File: src/rtl/pipeline_ctrl_pkg.sv
// Shared definitions for the pipeline hazard/sequencing controller:
// FSM state encodings, forwarding select codes, register index width,
// and the producer-match / forwarding-priority helpers.
package pipeline_ctrl_pkg;

    // Register index width (x0..x31)
    localparam int unsigned REG_NUM = 5;

    // Controller FSM states; encoding 2'd3 is unused and treated as CTRL_RUN
    typedef enum logic [1:0] {
        CTRL_RUN        = 2'd0,
        CTRL_LOAD_STALL = 2'd1,
        CTRL_MEM_WAIT   = 2'd2
    } ctrl_state_e;

    // Operand source selects for the ID operand muxes
    localparam logic [1:0] FWD_REG = 2'b00;
    localparam logic [1:0] FWD_EX  = 2'b01;
    localparam logic [1:0] FWD_MEM = 2'b10;

    // A stage produces a value needed by an ID source; x0 never matches
    function automatic logic producer_match(input logic               valid,
                                            input logic               reg_we,
                                            input logic [REG_NUM-1:0] rd,
                                            input logic [REG_NUM-1:0] rs,
                                            input logic               use_rs);
        return valid & reg_we & use_rs & (rd == rs) & (rs != '0);
    endfunction

    // The youngest producer (EX) wins over MEM
    function automatic logic [1:0] fwd_select(input logic ex_match, input logic mem_match);
        if (ex_match) begin
            return FWD_EX;
        end else if (mem_match) begin
            return FWD_MEM;
        end
        return FWD_REG;
    endfunction

endpackage

File: src/rtl/pipeline_ctrl_if.sv
// Pipeline <-> hazard controller bundle: per-stage instruction qualifiers,
// the MEM-stage data memory handshake, and the control/forwarding outputs.
// master = pipeline datapath side, slave = controller side.
interface pipeline_ctrl_if;
    import pipeline_ctrl_pkg::*;

    logic               id_valid;
    logic [REG_NUM-1:0] id_rs1;
    logic [REG_NUM-1:0] id_rs2;
    logic               id_use_rs1;
    logic               id_use_rs2;
    logic               ex_valid;
    logic               ex_reg_we;
    logic               ex_is_load;
    logic [REG_NUM-1:0] ex_rd;
    logic               mem_valid;
    logic               mem_reg_we;
    logic [REG_NUM-1:0] mem_rd;
    logic               br_taken;
    logic               dmem_req;
    logic               dmem_ack;

    logic               stall_if;
    logic               stall_id;
    logic               bubble_ex;
    logic               flush_id;
    logic               stall_mem;
    logic [1:0]         fwd_src1;
    logic [1:0]         fwd_src2;

    modport master (
        output id_valid, id_rs1, id_rs2, id_use_rs1, id_use_rs2,
        output ex_valid, ex_reg_we, ex_is_load, ex_rd,
        output mem_valid, mem_reg_we, mem_rd,
        output br_taken, dmem_req, dmem_ack,
        input  stall_if, stall_id, bubble_ex, flush_id, stall_mem, fwd_src1, fwd_src2
    );

    modport slave (
        input  id_valid, id_rs1, id_rs2, id_use_rs1, id_use_rs2,
        input  ex_valid, ex_reg_we, ex_is_load, ex_rd,
        input  mem_valid, mem_reg_we, mem_rd,
        input  br_taken, dmem_req, dmem_ack,
        output stall_if, stall_id, bubble_ex, flush_id, stall_mem, fwd_src1, fwd_src2
    );

endinterface

File: src/rtl/pipeline_hazard_unit.sv
// Combinational hazard detection: per-source EX/MEM producer matches, the
// load-use flag, the operand forwarding selects and the resulting stall request.
// Config macro: PIPELINE_FORWARDING_EN (undefined: no forwarding, every
// EX/MEM match requests a stall).
module pipeline_hazard_unit
    import pipeline_ctrl_pkg::*;
(
    input  logic               id_use_rs1,
    input  logic               id_use_rs2,
    input  logic [REG_NUM-1:0] id_rs1,
    input  logic [REG_NUM-1:0] id_rs2,
    input  logic               ex_valid,
    input  logic               ex_reg_we,
    input  logic               ex_is_load,
    input  logic [REG_NUM-1:0] ex_rd,
    input  logic               mem_valid,
    input  logic               mem_reg_we,
    input  logic [REG_NUM-1:0] mem_rd,
    output logic               stall_req,
    output logic [1:0]         fwd_src1,
    output logic [1:0]         fwd_src2
);

    logic ex_match1;
    logic ex_match2;
    logic mem_match1;
    logic mem_match2;
    logic load_use;

    assign ex_match1  = producer_match(ex_valid, ex_reg_we, ex_rd, id_rs1, id_use_rs1);
    assign ex_match2  = producer_match(ex_valid, ex_reg_we, ex_rd, id_rs2, id_use_rs2);
    assign mem_match1 = producer_match(mem_valid, mem_reg_we, mem_rd, id_rs1, id_use_rs1);
    assign mem_match2 = producer_match(mem_valid, mem_reg_we, mem_rd, id_rs2, id_use_rs2);

    // A load result is not available until MEM, so EX cannot forward it
    assign load_use = ex_is_load & (ex_match1 | ex_match2);

`ifdef PIPELINE_FORWARDING_EN
    assign fwd_src1  = fwd_select(ex_match1, mem_match1);
    assign fwd_src2  = fwd_select(ex_match2, mem_match2);
    assign stall_req = load_use;
`else
    assign fwd_src1  = FWD_REG;
    assign fwd_src2  = FWD_REG;
    // load_use is a subset of the EX match; any in-flight producer must drain to WB
    assign stall_req = ex_match1 | ex_match2 | mem_match1 | mem_match2 | load_use;
`endif

endmodule

File: src/rtl/pipeline_ctrl.sv
// Hazard and sequencing controller for the five-stage pipeline. Drives the
// stall, bubble, flush and forwarding controls (all Mealy), freezes the
// pipeline while data memory is outstanding, and counts stalled cycles.
// Config macro: PIPELINE_FORWARDING_EN (see pipeline_hazard_unit).
module pipeline_ctrl
    import pipeline_ctrl_pkg::*;
#(
    parameter int unsigned CNT_W = 32
) (
    input  logic             clk,
    input  logic             rst,
    pipeline_ctrl_if.slave   pif,
    output logic [1:0]       ctrl_state,
    output logic [CNT_W-1:0] stall_cnt
);

    ctrl_state_e      state_q;
    ctrl_state_e      state_d;
    logic             stall_req;
    logic             mem_block;
    logic [1:0]       fwd1;
    logic [1:0]       fwd2;
    logic [CNT_W-1:0] cnt_q;

    pipeline_hazard_unit u_hazard (
        .id_use_rs1 (pif.id_use_rs1),
        .id_use_rs2 (pif.id_use_rs2),
        .id_rs1     (pif.id_rs1),
        .id_rs2     (pif.id_rs2),
        .ex_valid   (pif.ex_valid),
        .ex_reg_we  (pif.ex_reg_we),
        .ex_is_load (pif.ex_is_load),
        .ex_rd      (pif.ex_rd),
        .mem_valid  (pif.mem_valid),
        .mem_reg_we (pif.mem_reg_we),
        .mem_rd     (pif.mem_rd),
        .stall_req  (stall_req),
        .fwd_src1   (fwd1),
        .fwd_src2   (fwd2)
    );

    assign pif.fwd_src1 = fwd1;
    assign pif.fwd_src2 = fwd2;

    // Memory request not acknowledged in the cycle it is issued
    assign mem_block = pif.dmem_req & ~pif.dmem_ack;

    // State register
    always_ff @(posedge clk or posedge rst) begin
        if (rst) begin
            state_q <= CTRL_RUN;
        end else begin
            state_q <= state_d;
        end
    end

    // Next-state logic
    always_comb begin
        state_d = CTRL_RUN;
        unique case (state_q)
            CTRL_MEM_WAIT: begin
                state_d = pif.dmem_ack ? CTRL_RUN : CTRL_MEM_WAIT;
            end
            CTRL_LOAD_STALL: begin
                state_d = mem_block ? CTRL_MEM_WAIT : CTRL_RUN;
            end
            default: begin
                if (mem_block) begin
                    state_d = CTRL_MEM_WAIT;
                end else if (pif.br_taken) begin
                    state_d = CTRL_RUN;
                end else if (stall_req & pif.id_valid) begin
`ifdef PIPELINE_FORWARDING_EN
                    state_d = CTRL_LOAD_STALL;
`else
                    // Without forwarding we simply hold in RUN until the match clears
                    state_d = CTRL_RUN;
`endif
                end
            end
        endcase
    end

    // Mealy control outputs
    always_comb begin
        pif.stall_if  = 1'b0;
        pif.stall_id  = 1'b0;
        pif.stall_mem = 1'b0;
        pif.bubble_ex = 1'b0;
        pif.flush_id  = 1'b0;
        unique case (state_q)
            CTRL_MEM_WAIT: begin
                // The ack cycle itself releases the freeze
                if (!pif.dmem_ack) begin
                    pif.stall_mem = 1'b1;
                    pif.stall_if  = 1'b1;
                    pif.stall_id  = 1'b1;
                end
            end
            CTRL_LOAD_STALL: begin
                if (mem_block) begin
                    pif.stall_mem = 1'b1;
                    pif.stall_if  = 1'b1;
                    pif.stall_id  = 1'b1;
                end
            end
            default: begin
                if (mem_block) begin
                    pif.stall_mem = 1'b1;
                    pif.stall_if  = 1'b1;
                    pif.stall_id  = 1'b1;
                end else if (pif.br_taken) begin
                    // Wrong-path instruction in ID is killed; any hazard it had is moot
                    pif.flush_id  = 1'b1;
                    pif.bubble_ex = 1'b1;
                end else if (stall_req & pif.id_valid) begin
                    pif.stall_if  = 1'b1;
                    pif.stall_id  = 1'b1;
                    pif.bubble_ex = 1'b1;
                end
            end
        endcase
    end

    // Saturating stalled-cycle counter
    always_ff @(posedge clk or posedge rst) begin
        if (rst) begin
            cnt_q <= '0;
        end else if (pif.stall_if && (cnt_q != '1)) begin
            cnt_q <= cnt_q + CNT_W'(1);
        end
    end

    assign ctrl_state = state_q;
    assign stall_cnt  = cnt_q;

endmodule

File: src/flat_wrapper.sv
// flat-port wrapper written by rule: the top's interface ports become plain ports
module pipeline_ctrl_flat import pipeline_ctrl_pkg::*;
#(
    parameter int unsigned CNT_W = 32
)
  (clk, rst, ctrl_state, stall_cnt, pif_id_valid, pif_id_rs1, pif_id_rs2, pif_id_use_rs1, pif_id_use_rs2, pif_ex_valid, pif_ex_reg_we, pif_ex_is_load, pif_ex_rd, pif_mem_valid, pif_mem_reg_we, pif_mem_rd, pif_br_taken, pif_dmem_req, pif_dmem_ack, pif_stall_if, pif_stall_id, pif_bubble_ex, pif_flush_id, pif_stall_mem, pif_fwd_src1, pif_fwd_src2);
  pipeline_ctrl_if pif_i ();
  input  logic clk;
  input  logic rst;
  output logic [1:0] ctrl_state;
  output logic [CNT_W-1:0] stall_cnt;
  input wire logic [$bits(pif_i.id_valid)-1:0] pif_id_valid;
  input wire logic [$bits(pif_i.id_rs1)-1:0] pif_id_rs1;
  input wire logic [$bits(pif_i.id_rs2)-1:0] pif_id_rs2;
  input wire logic [$bits(pif_i.id_use_rs1)-1:0] pif_id_use_rs1;
  input wire logic [$bits(pif_i.id_use_rs2)-1:0] pif_id_use_rs2;
  input wire logic [$bits(pif_i.ex_valid)-1:0] pif_ex_valid;
  input wire logic [$bits(pif_i.ex_reg_we)-1:0] pif_ex_reg_we;
  input wire logic [$bits(pif_i.ex_is_load)-1:0] pif_ex_is_load;
  input wire logic [$bits(pif_i.ex_rd)-1:0] pif_ex_rd;
  input wire logic [$bits(pif_i.mem_valid)-1:0] pif_mem_valid;
  input wire logic [$bits(pif_i.mem_reg_we)-1:0] pif_mem_reg_we;
  input wire logic [$bits(pif_i.mem_rd)-1:0] pif_mem_rd;
  input wire logic [$bits(pif_i.br_taken)-1:0] pif_br_taken;
  input wire logic [$bits(pif_i.dmem_req)-1:0] pif_dmem_req;
  input wire logic [$bits(pif_i.dmem_ack)-1:0] pif_dmem_ack;
  output wire logic [$bits(pif_i.stall_if)-1:0] pif_stall_if;
  output wire logic [$bits(pif_i.stall_id)-1:0] pif_stall_id;
  output wire logic [$bits(pif_i.bubble_ex)-1:0] pif_bubble_ex;
  output wire logic [$bits(pif_i.flush_id)-1:0] pif_flush_id;
  output wire logic [$bits(pif_i.stall_mem)-1:0] pif_stall_mem;
  output wire logic [$bits(pif_i.fwd_src1)-1:0] pif_fwd_src1;
  output wire logic [$bits(pif_i.fwd_src2)-1:0] pif_fwd_src2;
  assign pif_i.id_valid = pif_id_valid;
  assign pif_i.id_rs1 = pif_id_rs1;
  assign pif_i.id_rs2 = pif_id_rs2;
  assign pif_i.id_use_rs1 = pif_id_use_rs1;
  assign pif_i.id_use_rs2 = pif_id_use_rs2;
  assign pif_i.ex_valid = pif_ex_valid;
  assign pif_i.ex_reg_we = pif_ex_reg_we;
  assign pif_i.ex_is_load = pif_ex_is_load;
  assign pif_i.ex_rd = pif_ex_rd;
  assign pif_i.mem_valid = pif_mem_valid;
  assign pif_i.mem_reg_we = pif_mem_reg_we;
  assign pif_i.mem_rd = pif_mem_rd;
  assign pif_i.br_taken = pif_br_taken;
  assign pif_i.dmem_req = pif_dmem_req;
  assign pif_i.dmem_ack = pif_dmem_ack;
  assign pif_stall_if = pif_i.stall_if;
  assign pif_stall_id = pif_i.stall_id;
  assign pif_bubble_ex = pif_i.bubble_ex;
  assign pif_flush_id = pif_i.flush_id;
  assign pif_stall_mem = pif_i.stall_mem;
  assign pif_fwd_src1 = pif_i.fwd_src1;
  assign pif_fwd_src2 = pif_i.fwd_src2;
  pipeline_ctrl #(.CNT_W(CNT_W)) u_core (.clk(clk), .rst(rst), .pif(pif_i), .ctrl_state(ctrl_state), .stall_cnt(stall_cnt));
endmodule
File: config.mk
export PLATFORM = sky130hd
export DESIGN_NAME = pipeline_ctrl_flat
export DESIGN_NICKNAME = d
export VERILOG_FILES = /design/src/rtl/pipeline_ctrl_pkg.sv /design/src/rtl/pipeline_ctrl_if.sv /design/src/rtl/pipeline_hazard_unit.sv /design/src/rtl/pipeline_ctrl.sv /design/src/flat_wrapper.sv
export SDC_FILE = /design/constraint.sdc
export NUM_CORES = 1
export LEC_CHECK = 0
export BUFFER_PORTS_ARGS = -buffer_cell sky130_fd_sc_hd__buf_2
export CAP_MARGIN = 20
export CORE_ASPECT_RATIO = 1.1
export CORE_MARGIN = 2
export CORE_UTILIZATION = 53
export DETAILED_ROUTE_END_ITERATION = 8
export GPL_TIMING_DRIVEN = 0
export HOLD_SLACK_MARGIN = 0.06
export PLACE_DENSITY = 0.85
export SLEW_MARGIN = 30
export SYNTH_ARGS = -nofsm -noshare
export SYNTH_HDL_FRONTEND = slang
export SYNTH_SLANG_ARGS = --single-unit
File: constraint.sdc
create_clock -name clk -period 3.6 [get_ports clk]
set_input_delay 0.72 -clock clk [delete_from_list [all_inputs] [get_ports clk]]
set_output_delay 0.72 -clock clk [all_outputs]
set_load 0.03 [all_outputs]
=== Word level (Yosys, flattened, before mapping) ===
Index checks and enable logic that the tools add are counted.

* Output and inout bits: 43
* Register bits after elaboration: 34
* Bits of input ports: 33
* Word-level logic and storage cells: 52

* Multiplexer cells: 16
* Bitwise operators: 22
* Reduce and logical (&&, ||, !) cells: 4
* Eq/ne operators: 7
* $add $sub $neg: 1

{| class="wikitable"
|+ Operators with widths
! kind !! count
|-
| $add 32x1->32 const B || 1
|-
| $ne 32x32->1 const B || 1
|-
| $eq 5x5->1 || 4
|-
| $and 1x1->1 || 17
|-
| $mux 1 || 12
|-
| $reduce_bool 5->1 || 2
|-
| $mux 2 || 3
|-
| $or 1x1->1 || 4
|-
| $eq 2x1->1 const B || 1
|-
| $eq 2x2->1 const B || 1
|-
| $pmux 1 s2 || 1
|-
| $reduce_or 2->1 || 1
|-
| $logic_and 1x1->1 || 1
|-
| $not 1->1 || 1
|}

=== Depth between registers and ports, before layout ===
* Depth in word-level cells: 14
* Gate-level depth with buffers: 8

=== Cells and area by module ===
Synthesis repeated with hierarchy kept, for this count alone.

* Cells, all modules: 207
* Area total of the unflattened synthesis: 1991.9 µm²

{| class="wikitable"
|+ By module, submodules not included
! module !! seq. area each (µm²) !! area each (µm²) !! instances !! cells an instance
|-
| pipeline_ctrl || 825.8 || 1689.1 || 1 || 165
|-
| pipeline_hazard_unit || 0.0 || 302.8 || 1 || 42
|}

=== Worst setup path before layout ===
No wires, ideal clock.

* Path kind: input-to-output
* From: input pif_id_rs2[0]
* To: output pif_stall_if
* Data required time: 2880 ps
* Arrival: 2382 ps
* Stages on the path: 7
* Path slack: 498 ps
* Path through: or4_1 > o21ai_0 > o22ai_2 > a31oi_4 > buf_2 > inv_1 > buf_4

* Word-level cells in the longest chain between the ends: 12
* Elaborated cells on any way between the ends: 17
* Those cells by class: eq/ne: 2; mux: 4; bitwise: 10; reduce/logical: 1

{| class="wikitable"
|+ RTL lines
! item !! RTL line !! source
|-
| from (decl) || flat_wrapper.sv:14 || <nowiki>input wire logic [$bits(pif_i.id_rs2)-1:0] pif_id_rs2;</nowiki>
|-
| $eq 5x5->1 || pipeline_ctrl_pkg.sv:27 || <nowiki>return valid & reg_we & use_rs & (rd == rs) & (rs != '0);</nowiki>
|-
| $and 1x1->1 (2 in series) || pipeline_ctrl_pkg.sv:27 ||
|-
| $or 1x1->1 || pipeline_hazard_unit.sv:36, pipeline_hazard_unit.sv:46 ||
|-
| $or 1x1->1 (2 in series) || pipeline_hazard_unit.sv:46 || <nowiki>assign stall_req = ex_match1 | ex_match2 | mem_match1 | mem_match2 | load_use;</nowiki>
|-
| $or 1x1->1 (*) || pipeline_hazard_unit.sv:46 ||
|-
| $and 1x1->1 (*) || n/a ||
|-
| $mux 1 (*) (3 in series) || n/a ||
|-
| $pmux 1 s2 (*) || n/a ||
|-
| to (decl) || flat_wrapper.sv:27 || <nowiki>output wire logic [$bits(pif_i.stall_if)-1:0] pif_stall_if;</nowiki>
|}

Mark *: on every way between the ends. The rest lies on a longest branch, timed or not.

=== Worst setup path in the final report ===
* From: input pif_id_rs2[0]
* To: output pif_stall_if

* Word-level cells in the longest chain between the ends: 12
* Elaborated cells on any way between the ends: 17
* Those cells by class: eq/ne: 2; mux: 4; bitwise: 10; reduce/logical: 1

{| class="wikitable"
|+ RTL lines
! item !! RTL line !! source
|-
| $eq 5x5->1 || pipeline_ctrl_pkg.sv:27 ||
|-
| $and 1x1->1 (2 in series) || pipeline_ctrl_pkg.sv:27 ||
|-
| $or 1x1->1 || pipeline_hazard_unit.sv:36, pipeline_hazard_unit.sv:46 ||
|-
| $or 1x1->1 (2 in series) || pipeline_hazard_unit.sv:46 ||
|-
| $or 1x1->1 (*) || pipeline_hazard_unit.sv:46 ||
|-
| $and 1x1->1 (*) || n/a ||
|-
| $mux 1 (*) || pipeline_ctrl.sv:116 || <nowiki>end else if (stall_req & pif.id_valid) begin</nowiki>
|-
| $mux 1 (*) || pipeline_ctrl.sv:112 || <nowiki>end else if (pif.br_taken) begin</nowiki>
|-
| $mux 1 (*) || pipeline_ctrl.sv:108 || <nowiki>if (mem_block) begin</nowiki>
|-
| $pmux 1 s2 (*) || pipeline_ctrl.sv:91 || <nowiki>unique case (state_q)</nowiki>
|}

Marked as above.

==> run summary <==
Routability Congestion = 0.867
Post-DRT Antenna Nets = 0
RSZ-0062 raised after global routing = no
hold_buf cts = 0
Max-Cap Viols = 0
Max FO, Critical Path = 10
status = complete, no violations
later-pin clock latency in the skew report = 0.29 ns
detailed-route wire length per cell = 14.0 um
number of synthesized register bits = 33
post-synthesis simple-gate area fraction = 28.7%
initial antenna violation count = 0
Antenna Cells = 0
count leader, synth = xor2_1
Initial Utilization = 54.2%
Setup Skew = 0.00695 ns
placed cell count = 327
Mapped Avg Cell Area = 10.4 um^2
CTS Sinks = 33
top cells by area, synth = dfrtp_1 (39%), xor2_1 (20%), nor4_2 (4.2%), nor4_1 (3.9%), buf_4 (2.9%)
Distinct cells, synth = 40
Die X-Extent = 64.0 um
Post-Layout Cell Count = 335
largest net degree at the start of global routing = 34
P&R area growth vs syn = 25.8%
# resized after CTS = 0
Die Footprint = 0.00448 mm^2
DR DRC count = 0
Post-Syn Instances = 202
Yosys top cell area share = 39.3%
post-DR vias/cell = 5.30
global-route wire length before repair = 7920 um
Total Neg Setup Slack = 0 ns
postcts setup bufs = 0
Arr. time, crit path = 2.67 ns
largest area contributor in the netlist = dfrtp_1
share of cells above drive strength 1 = 38.2%
f_max = 295 MHz
Critical Path Start = pif_id_rs2[0]
area of the mapped netlist = 0.00210 mm^2
ys flop type = dfrtp_1
Tot GR Track Use = 22.8%
Final setup viols = 0
Power Total = 1.25 mW
Lkg Pwr = 1.32 nW
final setup margin = 0.213 ns
GRT overflow = 0
Worst Tran Pin Value = 0.687 ns
die height = 70.0 um
# port buffers = 69
final core utilization = 68.2%
fin crit period = 3.39 ns
post-synthesis mux area share = 1.07%
Hold Violations, Final = 0
initial DRC count = 99
CTS buffer count = 5
Adder-Cell Fraction of Synth Area = 0.596%
Slew Viols, Final = 0
clock root cell = clkbuf_8
CTS max path bufs = 2
complex-gate fraction of the synthesized area = 4.47%
Critical Path Source Type = input pin
Slew HR = 54.1%
period utilization = 94.1%
Ys Warns = 0
Post-synth EDFFs = 0
pre-CTS WS = 0.193 ns
Core Region = 0.00387 mm^2
hold path cells = 1
PD cells = 474 mW/mm^2
Hold WC Path Type = register to register
Reg-to-Reg Start = u_core.stall_cnt[3]$_DFFE_PP0P_
Rows = 24
top cell types by occurrence after synthesis = xor2_1 (48), dfrtp_1 (33), nand2_1 (15)
final wirelength = 4690 um
Async S/R FF share, synth = 100%
First-pass DRT Iterations = 4
CTS tree = yes
sequential share of the synthesized area = 39.3%
CP required = 2.88 ns
reg2reg path depth = 8
DP HPWL = 3660 um
via count = 1,774
Setup CP Type = input pin to output pin
largest family of logic cells by synthesized area = simple AND/OR/NAND/NOR gates
IO Count = 76
vias in the first global route = 1,702
hold wc startpoint = u_core.stall_cnt[25]$_DFFE_PP0P_
H-tree depth = 2
Synth Area in XOR/XNOR = 20.4%
nets = 316
Clk pin slew, worst setup/hold paths = 0.07 ns
CP endpoint kind = output pin
Max VDD drop = 0.000389 V
[final cells by class]
class / count / area, um^2
Fill cell: 307 / 1230
Multi-Input combinational cell: 156 / 1180
Sequential cell: 33 / 826
Timing Repair Buffer: 69 / 345
Buffer: 12 / 91.3
Clock buffer: 7 / 86.3
Tap cell: 52 / 65.1
Clock inverter: 1 / 30.0
Inverter: 5 / 18.8
[kinds of logic (layout without fill, tap and decap cells)]
kind of cell    after synthesis  count (layout)
other cells                   1               5
mux                           2               2
compound gates               10              10
xor+xnor                     49              49
buf+inv                      17              94
flops                        33              33
fa+ha+maj                     1               1
simple gates                 89              89
[metrics by stage]
stage | hold slack [ns] | area [um^2]
floorplan | 0.659 | 2110
global placement | 0.467 | 2520
detailed placement | 0.470 | 2520
CTS | 0.484 | 2640
global route | 0.516 | 2640
finish | 0.480 | 2640
[path summary, 6_finish.rpt]
| path | endpoint | slack [ns] |
|---|---|---|
| min in group asynchronous | u_core.stall_cnt[25]$_DFFE_PP0P_ | 0.53 |
| max reg2reg | u_core.stall_cnt[10]$_DFFE_PP0P_ | 1.23 |
| min reg2reg | u_core.stall_cnt[25]$_DFFE_PP0P_ | 0.48 |
| max in group asynchronous | u_core.stall_cnt[11]$_DFFE_PP0P_ | 2.62 |
| max | pif_stall_if | 0.21 |
| min | u_core.stall_cnt[25]$_DFFE_PP0P_ | 0.48 |
[flip-flops by register name, summed over array words and instances, names as in the netlist]
name / cells
u_core.stall_cnt: 32
u_core.ctrl_state: 1
[worst max-delay path, stage by stage]
cell and delay, ns:
buf_2 0.13, or4_1 0.51, o21ai_0 0.22, o22ai_2 0.13, a31oi_4 0.30, buf_2 0.29
inv_1 0.08, buf_4 0.13, buf_2 0.16
[power breakdown]
group / leakage, nW / switching [mW] / internal (mW) / total, mW
combinational: 0.843 / 0.266 / 0.131 / 0.397
sequential: 0.421 / 0.0724 / 0.425 / 0.497
clock: 0.0585 / 0.132 / 0.226 / 0.358
total: 1.32 / 0.470 / 0.782 / 1.25
[placed cells by master, fill, tap and decap left out, types with 3 or more instances in the layout]
cell,count
xor2_1,48
conb_1,5
clkbuf_8,6
buf_4,8
nand4_1,4
nor4_1,13
buf_2,70
nor3_1,8
inv_1,4
nand2_1,15
nor4_2,7
nor4b_2,3
dfrtp_1,33
nor2_1,11
nand3_1,9
[routing by layer]
layer	vias up	track usage, %	share of wire (%)
li1	867	-	-
met1	834	28.7	41
met2	64	37.6	52
met3	9	4.67	5.0
met4	0	9.66	2.4
met5	-	0	0
No activity file was read; power rests on OpenSTA's default activity.
